==> src/rtl/cpu_isa_pkg.sv <==
// ISA helpers shared by the fetch and execute stages: opcodes, NOP,
// register-field slices and per-instruction register-use functions.
package cpu_isa_pkg;

  localparam logic [7:0] NOP = 8'h0A;

  localparam logic [3:0] OP_LOAD  = 4'b0000;
  localparam logic [3:0] OP_STORE = 4'b0010;
  localparam logic [3:0] OP_ADD   = 4'b0100;
  localparam logic [3:0] OP_SUB   = 4'b0110;
  localparam logic [3:0] OP_NAND  = 4'b1000;
  localparam logic [3:0] OP_BZ    = 4'b0101;
  localparam logic [3:0] OP_BNZ   = 4'b1001;
  localparam logic [3:0] OP_BPZ   = 4'b1101;
  localparam logic [3:0] OP_STOP  = 4'b0001;
  localparam logic [3:0] OP_NOP   = 4'b1010;
  // ori and shift are identified by the low three opcode bits only
  localparam logic [2:0] SUB_ORI   = 3'b111;
  localparam logic [2:0] SUB_SHIFT = 3'b011;

  typedef struct packed {
    logic [3:0] rd_mask;  // one bit per architectural register read
    logic       wr_en;
    logic [1:0] dest;
  } reg_use_t;

  function automatic logic [3:0] opcode(input logic [7:0] ir);
    return ir[3:0];
  endfunction

  function automatic logic [1:0] rx(input logic [7:0] ir);
    return ir[7:6];
  endfunction

  function automatic logic [1:0] ry(input logic [7:0] ir);
    return ir[5:4];
  endfunction

  function automatic logic is_ori(input logic [7:0] ir);
    return ir[2:0] == SUB_ORI;
  endfunction

  function automatic logic is_shift(input logic [7:0] ir);
    return ir[2:0] == SUB_SHIFT;
  endfunction

  function automatic logic writes_reg(input logic [7:0] ir);
    case (opcode(ir))
      OP_LOAD, OP_ADD, OP_SUB, OP_NAND: return 1'b1;
      default:                          return is_ori(ir) || is_shift(ir);
    endcase
  endfunction

  // ori always targets R1; everything else that writes targets Rx
  function automatic logic [1:0] dest_reg(input logic [7:0] ir);
    return is_ori(ir) ? 2'd1 : rx(ir);
  endfunction

  function automatic logic reads_rx(input logic [7:0] ir);
    case (opcode(ir))
      OP_STORE, OP_ADD, OP_SUB, OP_NAND: return 1'b1;
      default:                           return is_shift(ir);
    endcase
  endfunction

  function automatic logic reads_ry(input logic [7:0] ir);
    case (opcode(ir))
      OP_LOAD, OP_STORE, OP_ADD, OP_SUB, OP_NAND: return 1'b1;
      default:                                    return 1'b0;
    endcase
  endfunction

  function automatic logic src_is_r1(input logic [7:0] ir);
    return is_ori(ir);
  endfunction

endpackage

==> src/rtl/reg_use_decode.sv <==
// Combinational register-use decode of a single instruction register.
module reg_use_decode
  import cpu_isa_pkg::*;
(
  input  logic [7:0] ir,
  output reg_use_t   ru
);

  // Build the read mask and write destination from the ISA helpers
  always_comb begin
    ru = '0;
    if (reads_rx(ir))  ru.rd_mask[rx(ir)] = 1'b1;
    if (reads_ry(ir))  ru.rd_mask[ry(ir)] = 1'b1;
    if (src_is_r1(ir)) ru.rd_mask[1]      = 1'b1;
    ru.wr_en = writes_reg(ir);
    ru.dest  = dest_reg(ir);
  end

endmodule

==> src/rtl/fetch_pipe.sv <==
// Pipeline front end: PC, IR1..IR4, data-hazard detect, retired counter.
module fetch_pipe
  import cpu_isa_pkg::reg_use_t;
#(
  parameter logic [7:0] NOP = 8'h0A
) (
  input  logic        clock,
  input  logic        reset,
  input  logic [7:0]  inst_data,
  input  logic [7:0]  pc_target,
  input  logic        ALUPC1,
  input  logic        PCSel,
  input  logic        IR1Sel,
  input  logic        IR1Load,
  input  logic        IR2Sel,
  output logic [7:0]  pc,
  output logic [7:0]  ir1,
  output logic [7:0]  ir2,
  output logic [7:0]  ir3,
  output logic [7:0]  ir4,
  output logic        data_hazard,
  output logic [15:0] retired_count
);

  localparam int DEC = 3;  // IR1, IR2, IR3 are decoded; IR4 is write-first safe

  logic     [DEC-1:0][7:0] dec_ir;
  reg_use_t [DEC-1:0]      dec_ru;
  logic     [3:0]          wr_mask2, wr_mask3;

  assign dec_ir = {ir3, ir2, ir1};

  genvar g;
  generate
    for (g = 0; g < DEC; g++) begin : g_dec
      reg_use_decode u_dec (.ir(dec_ir[g]), .ru(dec_ru[g]));
    end
  endgenerate

  // Pending-write masks of IR2/IR3 against the IR1 read set
  always_comb begin
    wr_mask2    = dec_ru[1].wr_en ? (4'b0001 << dec_ru[1].dest) : 4'b0000;
    wr_mask3    = dec_ru[2].wr_en ? (4'b0001 << dec_ru[2].dest) : 4'b0000;
    data_hazard = |(dec_ru[0].rd_mask & (wr_mask2 | wr_mask3));
  end

  // Program counter: target load beats increment, else hold
  always_ff @(posedge clock or posedge reset) begin
    if (reset)        pc <= 8'h00;
    else if (!PCSel)  pc <= pc_target;
    else if (ALUPC1)  pc <= pc + 8'd1;
  end

  // Instruction registers: IR1 hold/squash/fetch, IR2 bubble, IR3/IR4 drain
  always_ff @(posedge clock or posedge reset) begin
    if (reset) begin
      ir1 <= NOP;
      ir2 <= NOP;
      ir3 <= NOP;
      ir4 <= NOP;
    end else begin
      if (IR1Load) ir1 <= IR1Sel ? inst_data : NOP;
      ir2 <= IR2Sel ? ir1 : NOP;
      ir3 <= ir2;
      ir4 <= ir3;
    end
  end

  // Saturating count of non-NOP instructions leaving IR4
  always_ff @(posedge clock or posedge reset) begin
    if (reset)
      retired_count <= 16'h0000;
    else if (ir4 != NOP && retired_count != 16'hFFFF)
      retired_count <= retired_count + 16'd1;
  end

endmodule
==> config.mk <==
export PLATFORM = sky130hd
export DESIGN_NAME = fetch_pipe
export DESIGN_NICKNAME = d
export VERILOG_FILES = /design/src/rtl/cpu_isa_pkg.sv /design/src/rtl/reg_use_decode.sv /design/src/rtl/fetch_pipe.sv
export SDC_FILE = /design/constraint.sdc
export NUM_CORES = 1
export LEC_CHECK = 0
export CAP_MARGIN = 20
export CORE_ASPECT_RATIO = 0.6
export CORE_UTILIZATION = 35
export DETAILED_ROUTE_END_ITERATION = 6
export MAX_ROUTING_LAYER = met4
export SYNTH_ARGS = -nofsm -noshare
export SYNTH_HDL_FRONTEND = slang
export SYNTH_SLANG_ARGS = --single-unit
==> constraint.sdc <==
create_clock -name clock -period 2.26 [get_ports clock]
set_input_delay 0.452 -clock clock [delete_from_list [all_inputs] [get_ports clock]]
set_output_delay 0.452 -clock clock [all_outputs]
set_load 0.02 [all_outputs]
# [Word-level counts from Yosys, hierarchy flattened]
# Index checks and enable logic that the tools add are counted.
[word_totals] regBits=56 in_bits=23 output_inout_bits=57
[classes] add_sub_neg=2 n_lt_le_gt_ge=4 n_eq_ne=19 shift=2 muxes=19 bitwise_logic=3 reduce_logical=13
[ops] cell="two-way mux 8 bit" count=4
[ops] cell="== test 4 x 3 -> 1 bit, second input constant" count=6
[ops] cell="adder 16 x 1 -> 16 bit, second input constant" count=1
[ops] cell="two-way mux 4 bit" count=4
[ops] cell="inequality test 16 bit, second input constant" count=1
[ops] cell="OR reduction 4 bit" count=4
[ops] cell="== test 4 bit, second input constant" count=3
[ops] cell="logical NOT 4 bit" count=3
[ops] cell="== test 3 x 2 -> 1 bit, second input constant" count=3
[ops] cell="== test 3 bit, second input constant" count=3
[ops] cell="adder 8 x 1 -> 8 bit, second input constant" count=1
[ops] cell="inequality test 8 x 4 -> 1 bit, second input constant" count=1
[ops] cell="bitwise OR 4 bit" count=2
[ops] cell="<< shifter 1 x 2 -> 4 bit, first input constant" count=2
[ops] cell="two-way mux 1 bit" count=7
[ops] cell="< comparator 2 x 3 -> 1 bit, second input constant" count=2
[ops] cell="OR reduction 5 bit" count=1
[ops] cell="AND 4 bit" count=1
[ops] cell="demux 1 bit (select 2 bit)" count=2
[ops] cell="== test 4 x 2 -> 1 bit, second input constant" count=1
[ops] cell="greater-or-equal comparator 2 x 1 -> 1 bit, second input constant" count=2
[ops] cell="two-way mux 2 bit" count=2
[ops] cell="logical AND 1 bit" count=3
[ops] cell="logical OR 1 bit" count=2
[ops] cell="inequality test 2 bit, second input constant" count=1

# [Logic depth before layout (Yosys ltp)]
# Gate-level depths: netlist of the first run.
[logic_depth] word_depth=10 depth_mapped=7

# [By module]
# From an unflattened synthesis of the first run, not the netlist that was laid out.
[unflattened] cells_unflattened=262 hier_area_um2=2745.1
[modules_own_cells] mod="fetch_pipe" instances=1 cells_per_inst=187 area_per_inst_um2=2248.4 seq_area_each_um2=1411.4
[modules_own_cells] mod="reg_use_decode (g_dec[2].u_dec)" instances=1 cells_per_inst=25 area_per_inst_um2=180.2 seq_area_each_um2=0.0
[modules_own_cells] mod="reg_use_decode (g_dec[1].u_dec)" instances=1 cells_per_inst=26 area_per_inst_um2=177.7 seq_area_each_um2=0.0
[modules_own_cells] mod="reg_use_decode (g_dec[0].u_dec)" instances=1 cells_per_inst=24 area_per_inst_um2=138.9 seq_area_each_um2=0.0

# [Worst setup path before layout of the first run]
# Ideal clock, no wire load.
[synth_timing] kind="reg2out" from="register ir1[0]" to="output port data_hazard" arrival_time_ns=1.613 required_ns=1.808 setup_slack_ns=0.195 path_stages_with_launch=7 path_cell_list="dfrtp_1 > buf_4 > mux2i_1 > a211o_1 > a32o_1 > o21ai_1 > nand4_1"
[synth_between] elab_chain_len=9 word_cells_on_any_way=17 cone_classes="eq/ne (6); mux (5); bitwise (2); reduce/logical (4)"
[synth_lines] element="from (decl)" line_no="fetch_pipe.sv:17" source="output logic [7:0] ir1,"
[synth_lines] element="from (signal assigned)" line_no="fetch_pipe.sv:62" source="if (IR1Load) ir1 <= IR1Sel ? inst_data : NOP;"
[synth_lines] element="== test 4 x 2 -> 1 bit, or another cell as far along" line_no="cpu_isa_pkg.sv:60, cpu_isa_pkg.sv:67"
[synth_lines] element="OR reduction 4 bit" line_no="cpu_isa_pkg.sv:60" source="case (opcode(ir))"
[synth_lines] element="two-way mux 1 bit" line_no="cpu_isa_pkg.sv:60"
[synth_lines] element="two-way mux 4 bit" line_no="reg_use_decode.sv:12" source="if (reads_rx(ir)) ru.rd_mask[rx(ir)] = 1'b1;"
[synth_lines] element="bitwise OR 4 bit (no line)"
[synth_lines] element="two-way mux 4 bit" line_no="reg_use_decode.sv:13" source="if (reads_ry(ir)) ru.rd_mask[ry(ir)] = 1'b1;"
[synth_lines] element="two-way mux 1 bit" line_no="reg_use_decode.sv:14" source="if (src_is_r1(ir)) ru.rd_mask[1] = 1'b1;"
[synth_lines] element="AND 4 bit (*)" line_no="fetch_pipe.sv:44" source="data_hazard = |(dec_ru[0].rd_mask & (wr_mask2 | wr_mask3));"
[synth_lines] element="OR reduction 4 bit (*)" line_no="fetch_pipe.sv:44"
[synth_lines] element="to (decl)" line_no="fetch_pipe.sv:21" source="output logic data_hazard,"
# Every way passes the cells marked *; elsewhere a longest branch is shown, timed or not.

# [Final worst setup path of the first run]
[layout_timing] from="register ir1[3]" to="output port data_hazard"
[layout_between] elab_chain_len=9 word_cells_on_any_way=15 cone_classes="eq/ne (4); mux (5); bitwise (2); reduce/logical (4)"
[layout_lines] element="== test 4 x 2 -> 1 bit, or another cell as far along" line_no="cpu_isa_pkg.sv:60, cpu_isa_pkg.sv:67"
[layout_lines] element="OR reduction 4 bit" line_no="cpu_isa_pkg.sv:60"
[layout_lines] element="two-way mux 1 bit" line_no="cpu_isa_pkg.sv:60"
[layout_lines] element="two-way mux 4 bit" line_no="reg_use_decode.sv:12"
[layout_lines] element="bitwise OR 4 bit (no line)"
[layout_lines] element="two-way mux 4 bit (*)" line_no="reg_use_decode.sv:13"
[layout_lines] element="two-way mux 1 bit" line_no="reg_use_decode.sv:14"
[layout_lines] element="AND 4 bit (*)" line_no="fetch_pipe.sv:44"
[layout_lines] element="OR reduction 4 bit (*)" line_no="fetch_pipe.sv:44"
# Marks and branches as above.

==> results of run 1 <==
[state kept, by name (all words and copies together), names as in the netlist]
signal and flops:
ir4 8, ir1 8, ir2 8, retired_count 16, ir3 8, pc 8
[cells by family (layout without fill, tap and decap cells)]
kind of cell	after synthesis	count (layout)	share of synthesized area, %
AOI/OAI and AO/OA	32	32	8.477
xor gates and xnor gates	22	22	8.009
adders and majority gates	2	2	1.040
buffers and inverters	15	114	2.808
DFF	56	56	58.66
muxes	5	5	2.236
and+or+nand+nor	85	85	18.77
[area by class of cell]
| type | count | area (µm²) | share of cell area [%] |
|---|---|---|---|
| flip-flops and latches | 56 | 1411 | 39.19 |
| multi-input cells | 146 | 943.4 | 26.20 |
| repair buffers | 98 | 943.4 | 26.20 |
| clock buffers | 5 | 125.1 | 3.475 |
| well taps | 84 | 105.1 | 2.919 |
| clock inverters | 3 | 42.54 | 1.181 |
| inverters | 8 | 30.03 | 0.8339 |
[placed cells by master (no fill, tap or decap), drive strengths merged, types with 3 or more instances in the layout]
| cell | instances |
|---|---|
| nand2b | 3 |
| nor2 | 14 |
| nand2 | 18 |
| o21a | 3 |
| xnor2 | 15 |
| nand4 | 11 |
| and3 | 5 |
| inv | 8 |
| nor4 | 4 |
| clkbuf | 5 |
| dfstp | 8 |
| xor2 | 7 |
| o22a | 3 |
| mux2 | 3 |
| and2 | 7 |
| dfrtp | 48 |
| a21oi | 9 |
| o21ai | 8 |
| buf | 20 |
| nand3b | 3 |
| clkdlybuf4s50 | 78 |
| nor3 | 4 |
| nand3 | 9 |
| nor3b | 3 |
[routing by layer]
metal | global-route usage [%] | wire length, µm | vias up
met5 | - | 0 | -
met4 | 4.054 | 53 | 0
met3 | 5.025 | 435 | 8
met2 | 23.35 | 2073 | 82
met1 | 24.70 | 2850 | 879
li1 | - | - | 957
[how the worst max path moves through the flow]
| stage | slack [ps] | to | start |
|---|---|---|---|
| floorplan | 200 | data_hazard | ir1[0]$_DFFE_PP0P_ |
| global placement | -100 | data_hazard | ir1[3]$_DFFE_PP1P_ |
| detailed placement | -160 | data_hazard | ir1[3]$_DFFE_PP1P_ |
| CTS | -60 | data_hazard | ir1[3]$_DFFE_PP1P_ |
| global route | -180 | data_hazard | ir1[3]$_DFFE_PP1P_ |
| finish | -70 | data_hazard | ir1[3]$_DFFE_PP1P_ |
[power groups by stage]
| stage | clock network (mW) | logic [mW] | registers [mW] |
|---|---|---|---|
| global route | 0.932 | 0.799 | 1.28 |
| CTS | 0.890 | 0.741 | 1.26 |
| detailed placement | 0 | 0.740 | 1.27 |
| floorplan | 0 | 0.251 | 1.40 |
| global placement | 0 | 0.734 | 1.27 |
| finish | 0.866 | 0.735 | 1.26 |
[critical path, delay by kind of cell, from the launching register on]
kind	cells	cell delay, ps
flops	1	550
compound gates	3	700
mux	1	70
buf+inv	1	170
simple gates	1	90
[per-stage QoR]
stage	setup slack [ps]	hold slack (ps)	TNS, ps	cell area (µm²)
after global routing	-184.9	392.9	-184.9	3601
after CTS	-60.02	374.9	-60.02	3585
final	-67.04	373.6	-67.04	3601
after detailed placement	-160.4	359.4	-160.4	3420
after floorplan	195.3	405.3	0	2406
after global placement	-99.75	360.9	-99.75	3420
[timing repair]
action,in CTS,in global routing
pin swaps,3,2
resized for setup,5,3
buffers inserted,0,0
endpoints found under the setup margin,1,1
==> metrics.txt, run 1 <==
# TYPE chip_impl_metric gauge
chip_impl_metric{name="timing.slew.headroom",unit="%"} 65.87
chip_impl_metric{name="worst_setup_hold_path_clk_slew",unit="ps"} 70
chip_impl_metric{name="number_of_max_cap_violations",unit=""} 0
chip_impl_metric{name="crit_fanout",unit=""} 4
chip_impl_metric{name="report.final.slew_viol_count",unit=""} 0
chip_impl_metric{name="max_stage_delay",unit="ps"} 550
chip_impl_info{name="rsz_0062_raised_after_global_routing",value="yes"} 1
chip_impl_metric{name="yosys.cell_types.count",unit=""} 37
chip_impl_metric{name="synth.net_count",unit=""} 242
chip_impl_info{name="yosys_most_used_dff",value="dfrtp_1"} 1
chip_impl_metric{name="finalHoldViolCount",unit=""} 0
chip_impl_metric{name="grt_overflow",unit=""} 0
chip_impl_metric{name="post_synth.cell_area_avg",unit="µm²"} 11.09
chip_impl_metric{name="ctsLongestPathBuffers",unit=""} 2
chip_impl_metric{name="power.leakage",unit="nW"} 1.506
chip_impl_metric{name="crit_arrival",unit="ps"} 1880
chip_impl_info{name="rr_endpoint",value="retired_count[1]$_DFFE_PP0P_"} 1
chip_impl_metric{name="worst_r2r_path_depth",unit=""} 5
chip_impl_metric{name="post-synth-top-area-fraction",unit="%"} 49.92
chip_impl_metric{name="report.final.setup_viol",unit=""} 1
chip_impl_metric{name="tritoncts.num_buffers",unit=""} 5
chip_impl_info{name="setup.worst_path.class",value="reg2out"} 1
chip_impl_metric{name="num_io_pins",unit=""} 80
chip_impl_metric{name="critical_path_required",unit="ps"} 1810
chip_impl_metric{name="num_vias",unit=""} 1926
chip_impl_info{name="end_kind",value="primary output"} 1
chip_impl_metric{name="routed_via_density",unit=""} 4.815
chip_impl_info{name="worstSetupStartpointType",value="register"} 1
chip_impl_metric{name="postSynthRegisterBits",unit=""} 56
chip_impl_metric{name="initial_core_util",unit="%"} 37.84
chip_impl_metric{name="final_layout_size_suffix_gt1_share",unit="%"} 13.61
chip_impl_metric{name="number_of_hold_repair_buffers_added_at_the_cts_stage",unit=""} 0
chip_impl_metric{name="portBuffers",unit=""} 79
chip_impl_metric{name="synth_seq_area_share",unit="%"} 58.66
chip_impl_metric{name="final_period_minus_worst_setup_slack",unit="ps"} 2327
chip_impl_metric{name="grt_pass1_wl",unit="mm"} 9.183
chip_impl_info{name="timing.critical_path.cells",value="mux2i_1, a211o_1, a32o_1, o21ai_2, nand4_1, buf_4"} 1
chip_impl_metric{name="post-route-drc-count",unit=""} 0
chip_impl_metric{name="combinationalPowerShare",unit="%"} 25.7
chip_impl_metric{name="place.gp.congestion",unit=""} 0.8050
chip_impl_metric{name="fmax",unit="MHz"} 429.7
chip_impl_metric{name="clock-skew-final",unit="ps"} 3.984
chip_impl_info{name="worstHoldEndpoint",value="ir3[4]$_DFF_PP0_"} 1
chip_impl_info{name="synth_area_leader_cell",value="dfrtp_1"} 1
chip_impl_metric{name="routedWlPerCell",unit="µm"} 13.53
chip_impl_metric{name="route.antenna.remaining_nets",unit=""} 0
chip_impl_metric{name="hold-path-cell-count",unit=""} 0
chip_impl_metric{name="synthToLayoutAreaGrowth",unit="%"} 49.66
chip_impl_metric{name="layout_worst_path_cycle_share",unit="%"} 103.0
chip_impl_metric{name="worst_pin_slew",unit="ps"} 510.3
chip_impl_metric{name="via_count_of_the_first_global_routing_pass",unit=""} 1891
chip_impl_metric{name="power_switching",unit="mW"} 0.8337
chip_impl_metric{name="die_area",unit="mm²"} 0.007221
chip_impl_metric{name="clk_latency",unit="ps"} 290
chip_impl_metric{name="grt_antenna_before_repair",unit=""} 0
chip_impl_info{name="critical-path-slowest-cell",value="dfstp_2"} 1
chip_impl_info{name="post-synth-top-count-cell",value="dfrtp_1"} 1
chip_impl_metric{name="layout_setup_ws",unit="ps"} -67.04
chip_impl_metric{name="die_h",unit="µm"} 66.23
chip_impl_metric{name="synth-edff-count",unit=""} 0
chip_impl_metric{name="grt_start_max_net_pins",unit=""} 38
chip_impl_metric{name="synthesis.instances",unit=""} 217
chip_impl_metric{name="final_wl",unit="mm"} 5.411
chip_impl_info{name="synth.area.top_cells",value="dfrtp_1 50%, dfstp_2 8.7%, xnor2_1 5.5%, nand4_1 2.9%, nand2_1 2.8%"} 1
chip_impl_info{name="worstReg2RegStart",value="retired_count[0]$_DFFE_PP0P_"} 1
chip_impl_metric{name="insertedDiodeCount",unit=""} 0
chip_impl_metric{name="power_per_cell_area",unit="mW/mm²"} 794.2
chip_impl_info{name="timing.hold.worst.class",value="reg2reg"} 1
chip_impl_info{name="violations",value="negative setup slack"} 1
chip_impl_info{name="clock_tree_from_tritoncts",value="done"} 1
chip_impl_metric{name="core",unit="mm²"} 0.006359
chip_impl_metric{name="firstDrtPassIters",unit=""} 4
chip_impl_metric{name="totalPowerFinal",unit="mW"} 2.860
chip_impl_metric{name="drt_iter0_drc",unit=""} 64
chip_impl_metric{name="clock-sinks",unit=""} 56
chip_impl_metric{name="mappedNetlistArea",unit="mm²"} 0.002406
chip_impl_metric{name="die-width",unit="µm"} 109.0
chip_impl_info{name="clock_tree.root_cell",value="clkbuf_16"} 1
chip_impl_info{name="netlist_top_cells_count",value="48 x dfrtp_1, 18 x nand2_1, 15 x xnor2_1"} 1
chip_impl_metric{name="seq_power_share",unit="%"} 44.0
chip_impl_metric{name="intPower",unit="mW"} 2.026
chip_impl_metric{name="synthesis.yosys.warnings",unit=""} 0
chip_impl_metric{name="layout.core_utilization",unit="%"} 56.63
chip_impl_info{name="holdCritStartpoint",value="ir2[4]$_DFF_PP0_"} 1
chip_impl_metric{name="swShare",unit="%"} 29.15
chip_impl_metric{name="peakVddDrop",unit="µV"} 370.7
chip_impl_metric{name="detail_placement_hpwl",unit="mm"} 4.199
chip_impl_metric{name="dp_cells",unit=""} 392
chip_impl_metric{name="final_net_count",unit=""} 340
chip_impl_metric{name="grt_util_all_layers",unit="%"} 17.14
chip_impl_metric{name="clock_power_share",unit="%"} 30.3
chip_impl_metric{name="layout.cells.non_filler",unit=""} 400
chip_impl_metric{name="number_of_h_tree_branching_levels",unit=""} 2
chip_impl_metric{name="fillerInstances",unit=""} 592
chip_impl_metric{name="fp-row-count",unit=""} 22
chip_impl_info{name="run_status",value="finished with violations"} 1
chip_impl_metric{name="async_reset_ff_share",unit="%"} 100.0
chip_impl_metric{name="reg2reg_setup_slack",unit="ps"} 340
(Power assumes the default switching activity.)
==> inputs of run 2 (changes only) <==
--- a/config.mk
+++ b/config.mk
@@ -8,7 +8,9 @@
 export CAP_MARGIN = 20
 export CORE_ASPECT_RATIO = 0.6
+export CORE_MARGIN = 3
 export CORE_UTILIZATION = 35
 export DETAILED_ROUTE_END_ITERATION = 6
 export MAX_ROUTING_LAYER = met4
+export SLEW_MARGIN = 20
 export SYNTH_ARGS = -nofsm -noshare
 export SYNTH_HDL_FRONTEND = slang
==> constraint.sdc (replaced) <==
create_clock -name clock -period 2.26 [get_ports clock]
set_input_delay 0.226 -clock clock [delete_from_list [all_inputs] [get_ports clock]]
set_output_delay 0.226 -clock clock [all_outputs]
set_load 0.02 [all_outputs]
==> run 2 against run 1 <==
  * The flow now finishes without violations
  * Combinational power decreased by 3.1%
  * Power decreased by 4.6%
  * Via count decreased by 1.7%
  * Worst setup slack improved by 230 ps
  * Highest routed layer is now met3
==> metrics.txt, run 2 (synthesis results as in run 1) <==
# TYPE chip_impl_metric gauge
chip_impl_metric{name="seq_area",unit="mm²"} 0.001411
chip_impl_metric{name="post-route-cell-area",unit="mm²"} 0.003476
chip_impl_metric{name="synthToLayoutAreaGrowth",unit="%"} 44.46
chip_impl_metric{name="place.gp.congestion",unit=""} 0.8322
chip_impl_metric{name="power_per_cell_area",unit="mW/mm²"} 785.0
chip_impl_metric{name="final_layout_size_suffix_gt1_share",unit="%"} 9.211
chip_impl_metric{name="seq_power_share",unit="%"} 46.2
chip_impl_metric{name="number_of_max_cap_violations",unit=""} 0
chip_impl_metric{name="route.antenna.remaining_nets",unit=""} 0
chip_impl_metric{name="grt_pass1_wl",unit="mm"} 9.149
chip_impl_info{name="setup.worst_path.class",value="reg2out"} 1
chip_impl_metric{name="crit_fanout",unit=""} 4
chip_impl_metric{name="crit_arrival",unit="ps"} 1870
chip_impl_metric{name="routedWlPerCell",unit="µm"} 14.38
chip_impl_metric{name="finalHoldViolCount",unit=""} 0
chip_impl_metric{name="via_count_of_the_first_global_routing_pass",unit=""} 1779
chip_impl_metric{name="portBuffers",unit=""} 79
chip_impl_metric{name="power_switching",unit="mW"} 0.8276
chip_impl_info{name="worstSetupStartpointType",value="register"} 1
chip_impl_metric{name="combinationalPowerShare",unit="%"} 26.1
chip_impl_metric{name="firstDrtPassIters",unit=""} 4
chip_impl_metric{name="layout_worst_path_cycle_share",unit="%"} 92.66
chip_impl_info{name="rsz_0062_raised_after_global_routing",value="no"} 1
chip_impl_metric{name="worst_pin_slew",unit="ps"} 517.4
chip_impl_metric{name="core",unit="mm²"} 0.006386
chip_impl_metric{name="clock_power_share",unit="%"} 27.7
chip_impl_metric{name="intPower",unit="mW"} 1.901
chip_impl_metric{name="die-width",unit="µm"} 113.0
chip_impl_metric{name="clock-sinks",unit=""} 56
chip_impl_metric{name="clk_latency",unit="ps"} 280
chip_impl_metric{name="multi_input_comb_area",unit="µm²"} 933.4
chip_impl_metric{name="grt_start_max_net_pins",unit=""} 36
chip_impl_metric{name="peakVddDrop",unit="µV"} 335.1
chip_impl_metric{name="critical_path_required",unit="ps"} 2030
chip_impl_metric{name="insertedDiodeCount",unit=""} 0
chip_impl_metric{name="report.final.slew_viol_count",unit=""} 0
chip_impl_metric{name="worst_setup_hold_path_clk_slew",unit="ps"} 70
chip_impl_info{name="clock_tree_from_tritoncts",value="done"} 1
chip_impl_info{name="mostFrequentLayoutCells",value="78 x clkdlybuf4s50_1, 48 x dfrtp_1, 18 x nand2_1"} 1
chip_impl_metric{name="swShare",unit="%"} 30.33
chip_impl_metric{name="initial_core_util",unit="%"} 37.68
chip_impl_metric{name="tritoncts.num_buffers",unit=""} 5
chip_impl_metric{name="final_period_minus_worst_setup_slack",unit="ps"} 2094
chip_impl_metric{name="reg2reg_setup_slack",unit="ps"} 330
chip_impl_metric{name="report.final.setup_viol",unit=""} 0
chip_impl_metric{name="num_io_pins",unit=""} 80
chip_impl_metric{name="clock-skew-final",unit="ps"} 4.759
chip_impl_info{name="regMostFlops",value="retired_count"} 1
chip_impl_metric{name="die_h",unit="µm"} 70.23
chip_impl_info{name="leading_cell_type_in_the_layout_fill_and_taps_excluded",value="clkdlybuf4s50_1"} 1
chip_impl_metric{name="fmax",unit="MHz"} 477.5
chip_impl_metric{name="post-route-drc-count",unit=""} 0
chip_impl_metric{name="grt_util_all_layers",unit="%"} 14.58
chip_impl_metric{name="detail_placement_hpwl",unit="mm"} 4.217
chip_impl_metric{name="timing.setup.tns",unit="ps"} 0
chip_impl_metric{name="final_wl",unit="mm"} 5.579
chip_impl_metric{name="placement.cell_area",unit="mm²"} 0.003329
chip_impl_metric{name="grt_antenna_before_repair",unit=""} 0
chip_impl_info{name="timing.hold.worst.class",value="in2async"} 1
chip_impl_metric{name="final_net_count",unit=""} 328
chip_impl_metric{name="die_area",unit="mm²"} 0.007938
chip_impl_metric{name="number_of_h_tree_branching_levels",unit=""} 2
chip_impl_metric{name="drt_iter0_drc",unit=""} 62
chip_impl_info{name="end_kind",value="primary output"} 1
chip_impl_info{name="run_status",value="finished, final reports clean"} 1
chip_impl_metric{name="ctsLongestPathBuffers",unit=""} 2
chip_impl_metric{name="num_vias",unit=""} 1894
chip_impl_metric{name="flip_flop_count_of_the_largest_register_after_layout",unit=""} 16
chip_impl_metric{name="grt_overflow",unit=""} 0
chip_impl_metric{name="power.leakage",unit="nW"} 1.426
chip_impl_info{name="clock_tree.root_cell",value="clkbuf_16"} 1
chip_impl_metric{name="routed_via_density",unit=""} 4.881
chip_impl_metric{name="fillerInstances",unit=""} 594
chip_impl_metric{name="timing.slew.headroom",unit="%"} 65.40
chip_impl_metric{name="fp-row-count",unit=""} 22
[run 2: power by group through the flow]
| stage | Combinational [mW] | Clock [mW] | Sequential, mW |
|---|---|---|---|
| 2_1_floorplan | 0.251 | 0 | 1.40 |
| 3_3_place_gp | 0.715 | 0 | 1.28 |
| 3_5_place_dp | 0.720 | 0 | 1.28 |
| 4_1_cts | 0.722 | 0.778 | 1.26 |
| 5_1_grt | 0.772 | 0.822 | 1.29 |
| 6_report | 0.712 | 0.757 | 1.26 |
[run 2: stage by stage]
step / total power [mW] / setup slack (ps) / utilization (%) / cells / hold slack [ps]
3_3_place_gp: 1.994 / 120.2 / 52.14 / 380 / 364.1
6_report: 2.729 / 165.9 / 54.43 / 388 / 285.2
5_1_grt: 2.879 / 55.27 / 54.43 / 388 / 330.9
2_1_floorplan: 1.648 / 421.3 / - / 217 / 272.9
3_5_place_dp: 1.998 / 98.70 / 52.14 / 380 / 362.7
4_1_cts: 2.761 / 25.35 / 54.41 / 388 / 298.8
[run 2: layer usage]
| layer | GRT usage (%) | part of all wire (%) | up-vias |
|---|---|---|---|
| li1 | - | - | 937 |
| met1 | 23.04 | 55 | 879 |
| met2 | 18.64 | 38 | 78 |
| met3 | 4.416 | 7.1 | 0 |
| met4 | 1.200 | 0 | 0 |
| met5 | - | 0 | - |
[run 2: area by class of cell]
type	instances	share of cell area, %
flip-flops and latches	56	40.60
multi-input cells	146	26.85
repair buffers	86	24.48
clock buffers	6	3.708
well taps	84	3.024
inverters	8	0.8639
clock inverters	2	0.4680
[run 2: path summary, 6_finish.rpt]
check,from,endpoint,depth (start not counted)
worst max register to register,retired_count[0]$_DFFE_PP0P_,retired_count[1]$_DFFE_PP0P_,5
min in group clock,ir2[5]$_DFF_PP0_,ir3[5]$_DFF_PP0_,0
worst min-delay path,reset,retired_count[1]$_DFFE_PP0P_,2
worst max-delay path,ir1[3]$_DFFE_PP1P_,data_hazard,6
worst min register to register,ir2[5]$_DFF_PP0_,ir3[5]$_DFF_PP0_,0
max in group asynchronous,reset,ir4[3]$_DFF_PP1_,3
[run 2: worst max-delay path, stage by stage (launching register included)]
cell and delay [ps]:
dfstp_2 550, mux2i_1 70, a211o_1 340, a32o_1 280, o21ai_1 80, nand4_1 100, clkbuf_2 160
[run 2: timing repair]
action	CTS	global route
hold buffers	0	0
setup endpoints to repair	1	1
setup buffers	0	0
gates resized for setup	2	2
